===== src/rtl/seq_muldiv_unit_if.sv =====
// Handshake and data bundle between the execute-stage control (master) and the
// multi-cycle multiply/divide unit (slave).
interface seq_muldiv_unit_if #(
    parameter int unsigned WIDTH  = 16,
    parameter int unsigned FLAG_W = 16
);
    logic              start;
    logic              op_div;
    logic [WIDTH-1:0]  operand_1;
    logic [WIDTH-1:0]  operand_2;
    logic              flush;
    logic [FLAG_W-1:0] current_flags;
    logic              busy;
    logic              done;
    logic [WIDTH-1:0]  result_0;
    logic [WIDTH-1:0]  result_1;
    logic [FLAG_W-1:0] next_flags;

    modport master (
        output start, op_div, operand_1, operand_2, flush, current_flags,
        input  busy, done, result_0, result_1, next_flags
    );

    modport slave (
        input  start, op_div, operand_1, operand_2, flush, current_flags,
        output busy, done, result_0, result_1, next_flags
    );
endinterface


===== src/rtl/seq_muldiv_unit.sv =====
// Multi-cycle unsigned multiply (shift-add) / divide (restoring), one iteration per clock,
// with start/busy/done handshake, flush abort and registered flag update.
module seq_muldiv_unit #(
    parameter int unsigned WIDTH  = 16,
    parameter int unsigned FLAG_W = 16
) (
    input logic              clk,
    input logic              reset,
    seq_muldiv_unit_if.slave bus
);
    localparam int unsigned CntW = $clog2(WIDTH + 1);

    typedef enum logic [1:0] {StIdle, StRun, StDone} state_e;

    state_e             state_q, state_d;
    logic [CntW-1:0]    cnt_q, cnt_d;
    logic               op_div_q, op_div_d;
    logic [WIDTH-1:0]   opnd_q, opnd_d;      // multiplicand (MUL) or divisor (DIV)
    logic [2*WIDTH-1:0] acc_q, acc_d;
    logic [FLAG_W-1:0]  flags_q, flags_d;
    logic [WIDTH-1:0]   res0_q, res0_d, res1_q, res1_d;
    logic [FLAG_W-1:0]  nflags_q, nflags_d;

    logic               accept;
    logic [WIDTH:0]     mul_sum;
    logic [2*WIDTH-1:0] mul_next;
    logic [WIDTH:0]     rem_sh;
    logic [WIDTH+1:0]   div_diff;
    logic [2*WIDTH-1:0] div_next;

    logic               fin, fin_div, fin_dz;
    logic [WIDTH-1:0]   fin_r0, fin_r1;
    logic [FLAG_W-1:0]  fin_base;

    // One iteration of each algorithm on the current accumulator.
    always_comb begin
        mul_sum  = {1'b0, acc_q[2*WIDTH-1:WIDTH]} + (acc_q[0] ? {1'b0, opnd_q} : '0);
        mul_next = {mul_sum, acc_q[WIDTH-1:1]};
        rem_sh   = acc_q[2*WIDTH-1:WIDTH-1];
        div_diff = {1'b0, rem_sh} - {2'b00, opnd_q};
        if (div_diff[WIDTH+1]) begin
            div_next = {rem_sh[WIDTH-1:0], acc_q[WIDTH-2:0], 1'b0};
        end else begin
            div_next = {div_diff[WIDTH-1:0], acc_q[WIDTH-2:0], 1'b1};
        end
    end

    always_comb begin
        state_d  = state_q;
        cnt_d    = cnt_q;
        op_div_d = op_div_q;
        opnd_d   = opnd_q;
        acc_d    = acc_q;
        flags_d  = flags_q;
        fin      = 1'b0;
        fin_div  = op_div_q;
        fin_dz   = 1'b0;
        fin_r0   = acc_q[WIDTH-1:0];
        fin_r1   = acc_q[2*WIDTH-1:WIDTH];
        fin_base = flags_q;
        accept   = bus.start && !bus.flush && (state_q != StRun);

        unique case (state_q)
            StIdle, StDone: begin
                state_d = StIdle;
                if (accept) begin
                    op_div_d = bus.op_div;
                    flags_d  = bus.current_flags;
                    cnt_d    = CntW'(WIDTH);
                    if (bus.op_div) begin
                        opnd_d = bus.operand_2;
                        acc_d  = {{WIDTH{1'b0}}, bus.operand_1};
                    end else begin
                        opnd_d = bus.operand_1;
                        acc_d  = {{WIDTH{1'b0}}, bus.operand_2};
                    end
                    if (bus.op_div && (bus.operand_2 == '0)) begin
                        state_d  = StDone;
                        cnt_d    = '0;
                        fin      = 1'b1;
                        fin_div  = 1'b1;
                        fin_dz   = 1'b1;
                        fin_r0   = '1;
                        fin_r1   = bus.operand_1;
                        fin_base = bus.current_flags;
                    end else begin
                        state_d = StRun;
                    end
                end
            end
            StRun: begin
                if (bus.flush) begin
                    state_d = StIdle;
                    cnt_d   = '0;
                end else begin
                    cnt_d = cnt_q - 1'b1;
                    acc_d = op_div_q ? div_next : mul_next;
                    if (cnt_q == CntW'(1)) begin
                        state_d = StDone;
                        fin     = 1'b1;
                        fin_r0  = acc_d[WIDTH-1:0];
                        fin_r1  = acc_d[2*WIDTH-1:WIDTH];
                    end
                end
            end
            default: state_d = StIdle;
        endcase

        res0_d   = res0_q;
        res1_d   = res1_q;
        nflags_d = nflags_q;
        if (fin) begin
            res0_d      = fin_r0;
            res1_d      = fin_r1;
            nflags_d    = fin_base;
            nflags_d[0] = !fin_div && (fin_r1 != '0);
            nflags_d[1] = fin_dz;
            nflags_d[6] = fin_r0[WIDTH-1];
            nflags_d[7] = fin_div ? (fin_r0 == '0) : ({fin_r1, fin_r0} == '0);
        end
    end

    always_ff @(posedge clk or posedge reset) begin
        if (reset) begin
            state_q  <= StIdle;
            cnt_q    <= '0;
            op_div_q <= 1'b0;
            opnd_q   <= '0;
            acc_q    <= '0;
            flags_q  <= '0;
            res0_q   <= '0;
            res1_q   <= '0;
            nflags_q <= '0;
        end else begin
            state_q  <= state_d;
            cnt_q    <= cnt_d;
            op_div_q <= op_div_d;
            opnd_q   <= opnd_d;
            acc_q    <= acc_d;
            flags_q  <= flags_d;
            res0_q   <= res0_d;
            res1_q   <= res1_d;
            nflags_q <= nflags_d;
        end
    end

    assign bus.busy       = (state_q == StRun);
    assign bus.done       = (state_q == StDone);
    assign bus.result_0   = res0_q;
    assign bus.result_1   = res1_q;
    assign bus.next_flags = nflags_q;
endmodule


===== src/flat_wrapper.sv =====
// flat-port wrapper written by rule: the top's interface ports become plain ports
module seq_muldiv_unit_flat 
#(
    parameter int unsigned WIDTH  = 16,
    parameter int unsigned FLAG_W = 16
)
  (clk, reset, bus_start, bus_op_div, bus_operand_1, bus_operand_2, bus_flush, bus_current_flags, bus_busy, bus_done, bus_result_0, bus_result_1, bus_next_flags);
  seq_muldiv_unit_if #(.WIDTH(WIDTH), .FLAG_W(FLAG_W)) bus_i ();
  input logic clk;
  input logic reset;
  input wire logic [$bits(bus_i.start)-1:0] bus_start;
  input wire logic [$bits(bus_i.op_div)-1:0] bus_op_div;
  input wire logic [$bits(bus_i.operand_1)-1:0] bus_operand_1;
  input wire logic [$bits(bus_i.operand_2)-1:0] bus_operand_2;
  input wire logic [$bits(bus_i.flush)-1:0] bus_flush;
  input wire logic [$bits(bus_i.current_flags)-1:0] bus_current_flags;
  output wire logic [$bits(bus_i.busy)-1:0] bus_busy;
  output wire logic [$bits(bus_i.done)-1:0] bus_done;
  output wire logic [$bits(bus_i.result_0)-1:0] bus_result_0;
  output wire logic [$bits(bus_i.result_1)-1:0] bus_result_1;
  output wire logic [$bits(bus_i.next_flags)-1:0] bus_next_flags;
  assign bus_i.start = bus_start;
  assign bus_i.op_div = bus_op_div;
  assign bus_i.operand_1 = bus_operand_1;
  assign bus_i.operand_2 = bus_operand_2;
  assign bus_i.flush = bus_flush;
  assign bus_i.current_flags = bus_current_flags;
  assign bus_busy = bus_i.busy;
  assign bus_done = bus_i.done;
  assign bus_result_0 = bus_i.result_0;
  assign bus_result_1 = bus_i.result_1;
  assign bus_next_flags = bus_i.next_flags;
  seq_muldiv_unit #(.WIDTH(WIDTH), .FLAG_W(FLAG_W)) u_core (.clk(clk), .reset(reset), .bus(bus_i));
endmodule

===== config.mk =====
export PLATFORM = sky130hd
export DESIGN_NAME = seq_muldiv_unit_flat
export DESIGN_NICKNAME = d
export VERILOG_FILES = /design/src/rtl/seq_muldiv_unit_if.sv /design/src/rtl/seq_muldiv_unit.sv /design/src/flat_wrapper.sv
export SDC_FILE = /design/constraint.sdc
export NUM_CORES = 1
export LEC_CHECK = 0
export CAP_MARGIN = 40
export CORE_MARGIN = 1
export CORE_UTILIZATION = 45
export CTS_CLUSTER_DIAMETER = 40
export DETAILED_ROUTE_END_ITERATION = 6
export PLACE_DENSITY_LB_ADDON = 0.2
export SLEW_MARGIN = 20
export SYNTH_ARGS = -nofsm -noshare
export SYNTH_HDL_FRONTEND = slang
export SYNTH_SLANG_ARGS = --single-unit

===== constraint.sdc =====
create_clock -name clk -period 5.55 [get_ports clk]
set_input_delay 1.11 -clock clk [delete_from_list [all_inputs] [get_ports clk]]
set_output_delay 1.11 -clock clk [all_outputs]
set_load 0.05 [all_outputs]

==> results of run 1 <==
==> path summary, 6_finish.rpt <==
kind                                         from                  endpoint  slack, ps  cells past startpoint
setup / recovery                        bus_flush  u_core.bus.next_flags[0]       1170                     10
hold / removal             u_core.bus.result_1[2]    u_core.bus.result_1[2]        470                      2
setup reg to reg                 u_core.acc_q[29]  u_core.bus.next_flags[0]       1350                     12
hold reg to reg            u_core.bus.result_1[2]    u_core.bus.result_1[2]        470                      2
max in group asynchronous                   reset   u_core.bus.result_0[13]       3620                      4
min in group asynchronous                   reset           u_core.acc_q[2]       1020                      2
==> flip-flops by register name (all words and copies together), names as in the netlist <==
signal / count
u_core.state_q: 2
u_core.op_div_q: 1
u_core.bus.result_0: 15
u_core.acc_q: 32
u_core.cnt_q: 5
u_core.opnd_q: 16
u_core.bus.result_1: 16
u_core.flags_q: 12
u_core.bus.next_flags: 16
==> critical path: stages <==
cell	delay (ps)
clkdlybuf4s50_1	550
or4b_4	560
or4_1	710
a311o_1	410
o31ai_2	190
nor3_1	120
nor2_2	100
o2111ai_1	100
or4_1	620
a22o_1	210
==> kinds of logic (layout without fill, tap and decap cells) <==
logic type,Yosys count,after routing,share of synthesized area
AOI/OAI and AO/OA,256,256,0.201
xor gates and xnor gates,23,23,0.0258
adders and majority gates,36,36,0.0596
buffers and inverters,83,183,0.0443
DFF,115,115,0.369
muxes,90,90,0.121
and+or+nand+nor,303,303,0.179
==> layout by cell type (no fill, tap or decap), types with 13 or more instances in the layout <==
cell type	n
dfrtp_1	115
clkdlybuf4s50_1	97
inv_1	33
and2_1	19
mux2_2	33
o21ai_0	66
a21oi_1	93
clkbuf_16	17
mux2i_1	55
buf_4	17
ha_1	34
nand3_1	18
nor2_1	92
nand2_1	107
xnor2_1	13
==> power by group through the flow <==
stage                     logic (W)  clock network (W)  registers (W)
after floorplan             0.00151                  0        0.00180
after global placement      0.00273                  0        0.00141
after detailed placement    0.00275                  0        0.00142
after CTS                   0.00276            0.00120        0.00141
after global routing        0.00301            0.00125        0.00145
final                       0.00278            0.00120        0.00142
==> per-layer routing <==
layer  wire (microns)  GRT usage  vias up
li1                 -          -     3425
met1            10900      0.392     3538
met2            11800      0.473      261
met3             1620     0.0563       49
met4              605      0.105        0
met5                0          0        -
==> area by class of cell <==
class                   instances  share of cell area
clock buffers                  20              0.0483
clock inverters                11              0.0180
inverters                      35              0.0139
multi-input cells             708               0.475
flip-flops and latches        115               0.298
well taps                     220              0.0285
repair buffers                117               0.118
==> stage by stage <==
step	instances	total power [W]	instance area, sq um	worst slack (ps)	utilization
floorplan	906	0.00330	7800	1400	-
global placement	1193	0.00414	8980	808	0.536
detailed placement	1194	0.00417	9010	787	0.538
CTS	1225	0.00537	9650	1210	0.576
global route	1226	0.00571	9660	953	0.576
finish	1226	0.00540	9660	1170	0.576
==> results.json, run 1 <==
{
  "grt_setup_unrepaired": "false",
  "drive_gt1_frac": 0.0994,
  "std_cell_rows": 47,
  "grt_usage": 0.293,
  "die-area_sq_mm": 0.0179,
  "period_needed_ps": 4380,
  "fin_tns_setup_ps": 0,
  "p_per_area_mw_per_mm2": 559,
  "port_buffers": 98,
  "ys_seq_elements": 115,
  "syn_nets": 995,
  "syn_avg_cell_area_sq_um": 8.61,
  "synth_ff_type": "dfrtp_1",
  "p_int_w": 0.00297,
  "overflow": 0,
  "cp_max_fo": 8,
  "start_kind": "primary input",
  "worstSetupPathType": "primary input to register",
  "ff_latch_area_sq_mm": 0.00288,
  "hold_path_class": "register to register",
  "synth_top_area_frac": 0.369,
  "yosysWarnings": 0,
  "worstPathArrival_ps": 4690,
  "nFillCells": 1512,
  "synthTopCellsByArea": "dfrtp_1 37%, mux2i_1 7.1%, a21oi_1 6.0%",
  "fmax_mhz": 228,
  "finalMaxSlewViolations": 0,
  "synth_area_leader_cell": "dfrtp_1",
  "synth_sequential_area_ratio": 0.369,
  "syn_area_sq_mm": 0.00780,
  "multi_input_comb_area_sq_mm": 0.00459,
  "synth_common_cells": "115 x dfrtp_1, 108 x nand2_1, 93 x a21oi_1, 93 x nor2_1, 66 x o21ai_0",
  "routabilityCongestion": 0.936,
  "syn_to_final_growth_pct": 23.8,
  "async_reset_ff_frac": 1.00,
  "relSlewSlack": 0.402,
  "synth.distinct_cells": 71,
  "setup_viol_count_final": 0,
  "clock-sinks": 115,
  "max-vdd-ir-drop_mv": 0.330,
  "numCtsBuffers": 17,
  "holdWs_ps": 474,
  "clkPwrFrac": 0.222,
  "seqPwrFrac": 0.263,
  "synth_edf_count": 0,
  "avgViaCountPerCell": 5.93,
  "path_clk_slew_ps": 60,
  "routedWlPerCell_microns": 20.4,
  "antenna_found_initial": 0,
  "p_leak_nw": 4.40,
  "cap_violations": 0,
  "switchingPower_w": 0.00243,
  "finalHoldViolations": 0,
  "die_y_microns": 134,
  "skew_ps": 6.60,
  "die_w_microns": 134,
  "ant_nets": 0,
  "clockBufferDepth": 2,
  "fin_nets": 1083,
  "grt_pass1_wl_microns": 39600,
  "power.combinational.fraction": 0.515,
  "root_buffer": "clkbuf_16",
  "htree_levels": 4,
  "grt_max_degree": 47,
  "crit_required_ps": 5860,
  "status": "complete, no violations",
  "ios": 103,
  "timing.final.crit_share": 0.790,
  "swShare": 0.450,
  "core_area_sq_mm": 0.0168,
  "hpwl_microns": 18600,
  "tightest_slew_ps": 887,
  "post-cts-setup-buffers": 0,
  "vias": 7273,
  "cts_tree": "done",
  "route.detailed.drc": 0,
  "clk_latency_ps": 420,
  "initial_core_util": 0.466,
  "wl_microns": 25000,
  "dr.pass1.iters": 5,
  "synth_most_common_cell": "dfrtp_1",
  "cts.repair.resized": 0,
  "diodes": 0,
  "hold_buffers": 0,
  "drt-initial-drc-count": 600,
  "syn_inst": 906,
  "end_kind": "register",
  "grt_pass1_vias": 7053
}
Note: power is estimated with default switching activity, not from simulation.
==> run 2: changes to the inputs <==
Clock period 5.55 ns to 4.3 ns, I/O delays scaled along.
==> results.json, run 2 (synthesis gave the netlist of run 1 again) <==
{
  "status": "complete, no violations",
  "dr.pass1.iters": 5,
  "root_buffer": "clkbuf_16",
  "ant_nets": 0,
  "post-cts-setup-buffers": 0,
  "finalHoldViolations": 0,
  "regMostFlops": "u_core.acc_q",
  "syn_to_final_growth_pct": 25.7,
  "critical-path-slowest-cell": "or4_1",
  "routedWlPerCell_microns": 20.7,
  "antenna_found_initial": 0,
  "layout_commonest_cell": "dfrtp_1",
  "die-area_sq_mm": 0.0179,
  "reg2reg_from": "u_core.acc_q[0]",
  "htree_levels": 4,
  "crit_top_cell": "a21oi_1",
  "path_clk_slew_ps": 60,
  "grt_pass1_vias": 7115,
  "cts.repair.resized": 0,
  "cts_tree": "done",
  "start_kind": "register",
  "grt_use_met2": 0.480,
  "std_cell_rows": 47,
  "ios": 103,
  "period_needed_ps": 4100,
  "met3_usage": 0.0472,
  "end_kind": "register",
  "hold_buffers": 0,
  "rr_worst_depth": 14,
  "grt_max_degree": 71,
  "critPathLaunch": "u_core.acc_q[0]",
  "power.total_w": 0.00706,
  "routabilityCongestion": 0.989,
  "crit_required_ps": 4600,
  "cap_violations": 0,
  "crit_buf_inv": 1,
  "numCtsBuffers": 17,
  "core_area_sq_mm": 0.0168,
  "tightest_slew_ps": 904,
  "timing.final.crit_share": 0.953,
  "vias": 7407,
  "port_buffers": 98,
  "clockBufferDepth": 2,
  "hold_path_class": "register to register",
  "crit_family": "compound AO/OA/AOI/OAI gates",
  "fmax_mhz": 244,
  "clk_latency_ps": 420,
  "switchingPower_w": 0.00323,
  "holdWs_ps": 465,
  "p_leak_nw": 4.51,
  "seqPwrFrac": 0.253,
  "p_per_area_mw_per_mm2": 720,
  "largest_reg_flops": 32,
  "wl_microns": 25900,
  "grt_pass1_wl_microns": 40200,
  "swShare": 0.458,
  "slowest_delay_ps": 610,
  "setup_viol_count_final": 0,
  "power.combinational.fraction": 0.541,
  "initial_core_util": 0.466,
  "avgViaCountPerCell": 5.92,
  "cp_max_fo": 8,
  "worstSetupPathType": "register to register",
  "diodes": 0,
  "cp.depth": 14,
  "hpwl_microns": 19300,
  "max-vdd-ir-drop_mv": 0.362,
  "skew_ps": 7.98,
  "grt_use_met1": 0.406,
  "fin_tns_setup_ps": 0,
  "clock-sinks": 115,
  "timing.rr.end": "u_core.bus.next_flags[0]",
  "crit_chain": "and2_1 > ha_1 > inv_1 > fa_1 > nand2b_1 > a21oi_1 > o21ai_1 > nor3b_1 > xnor2_1 > a221o_1 > a21oi_1 > o2111ai_1 > or4_1 > a22o_1",
  "worstPathArrival_ps": 4400,
  "relSlewSlack": 0.398,
  "drive_gt1_frac": 0.122,
  "final_cell_mix": "115 x dfrtp_1, 107 x nand2_1, 97 x clkdlybuf4s50_1, 93 x a21oi_1, 92 x nor2_1",
  "p_int_w": 0.00383,
  "route.detailed.drc": 0,
  "fin_nets": 1108,
  "setup.worst_path.end": "u_core.bus.next_flags[0]",
  "reg2reg_slack_ps": 200,
  "clkPwrFrac": 0.206,
  "top_usage_layer": "met2",
  "overflow": 0,
  "die_w_microns": 134,
  "grt_setup_unrepaired": "false",
  "finalMaxSlewViolations": 0,
  "drt-initial-drc-count": 633,
  "die_y_microns": 134,
  "grt_usage": 0.298
}
## run 2: how the worst min path moves through the flow
stage                                    endpoint  depth (start not counted)  slack, ps                    start
after global routing      u_core.bus.result_1[14]                          2        490  u_core.bus.result_1[14]
after detailed placement   u_core.bus.result_1[9]                          2        460   u_core.bus.result_1[9]
after global placement    u_core.bus.result_1[14]                          2        450  u_core.bus.result_1[14]
after CTS                  u_core.bus.result_1[9]                          2        470   u_core.bus.result_1[9]
final                      u_core.bus.result_1[9]                          2        470   u_core.bus.result_1[9]
after floorplan                  u_core.acc_q[15]                          2        450         u_core.acc_q[15]
## run 2: cell type report
class	instances	area, sq um
multi-input combinational	708	4590
sequential	115	2880
inverter	35	134
fill	1527	6950
timing repair buffer	142	1320
tap	220	275
clock inverter	15	183
clock buffer	17	425
## run 2: metrics by stage
stage / setup slack (ps) / util / instances / area [sq um]
finish: 203 / 0.585 / 1252 / 9810
global route: 37.5 / 0.585 / 1252 / 9810
CTS: 309 / 0.585 / 1252 / 9810
detailed placement: 110 / 0.549 / 1220 / 9200
global placement: 89.0 / 0.549 / 1220 / 9200
floorplan: 396 / - / 906 / 7800
## run 2: worst register-to-register path, stage by stage (launching register included)
cell       delay (ps)
dfrtp_1           520
and2_1            180
ha_1              170
inv_1              60
fa_1              440
nand2b_1          200
a21oi_1           350
o21ai_1           190
nor3b_1           210
xnor2_1           180
a221o_1           400
a21oi_1           150
o2111ai_1         120
or4_1             610
a22o_1            210
## run 2: layer usage
metal	routed length [microns]	up-vias
met1	11300	3574
met2	12300	296
met5	0	-
li1	-	3491
met3	1680	46
met4	633	0
## run 2: power by group through the flow
stage | combinational [W] | sequential (W) | clock, W
4_1_cts | 0.00378 | 0.00177 | 0.00147
2_1_floorplan | 0.00195 | 0.00232 | 0
3_5_place_dp | 0.00375 | 0.00179 | 0
6_report | 0.00382 | 0.00178 | 0.00146
5_1_grt | 0.00408 | 0.00182 | 0.00152
3_3_place_gp | 0.00372 | 0.00178 | 0
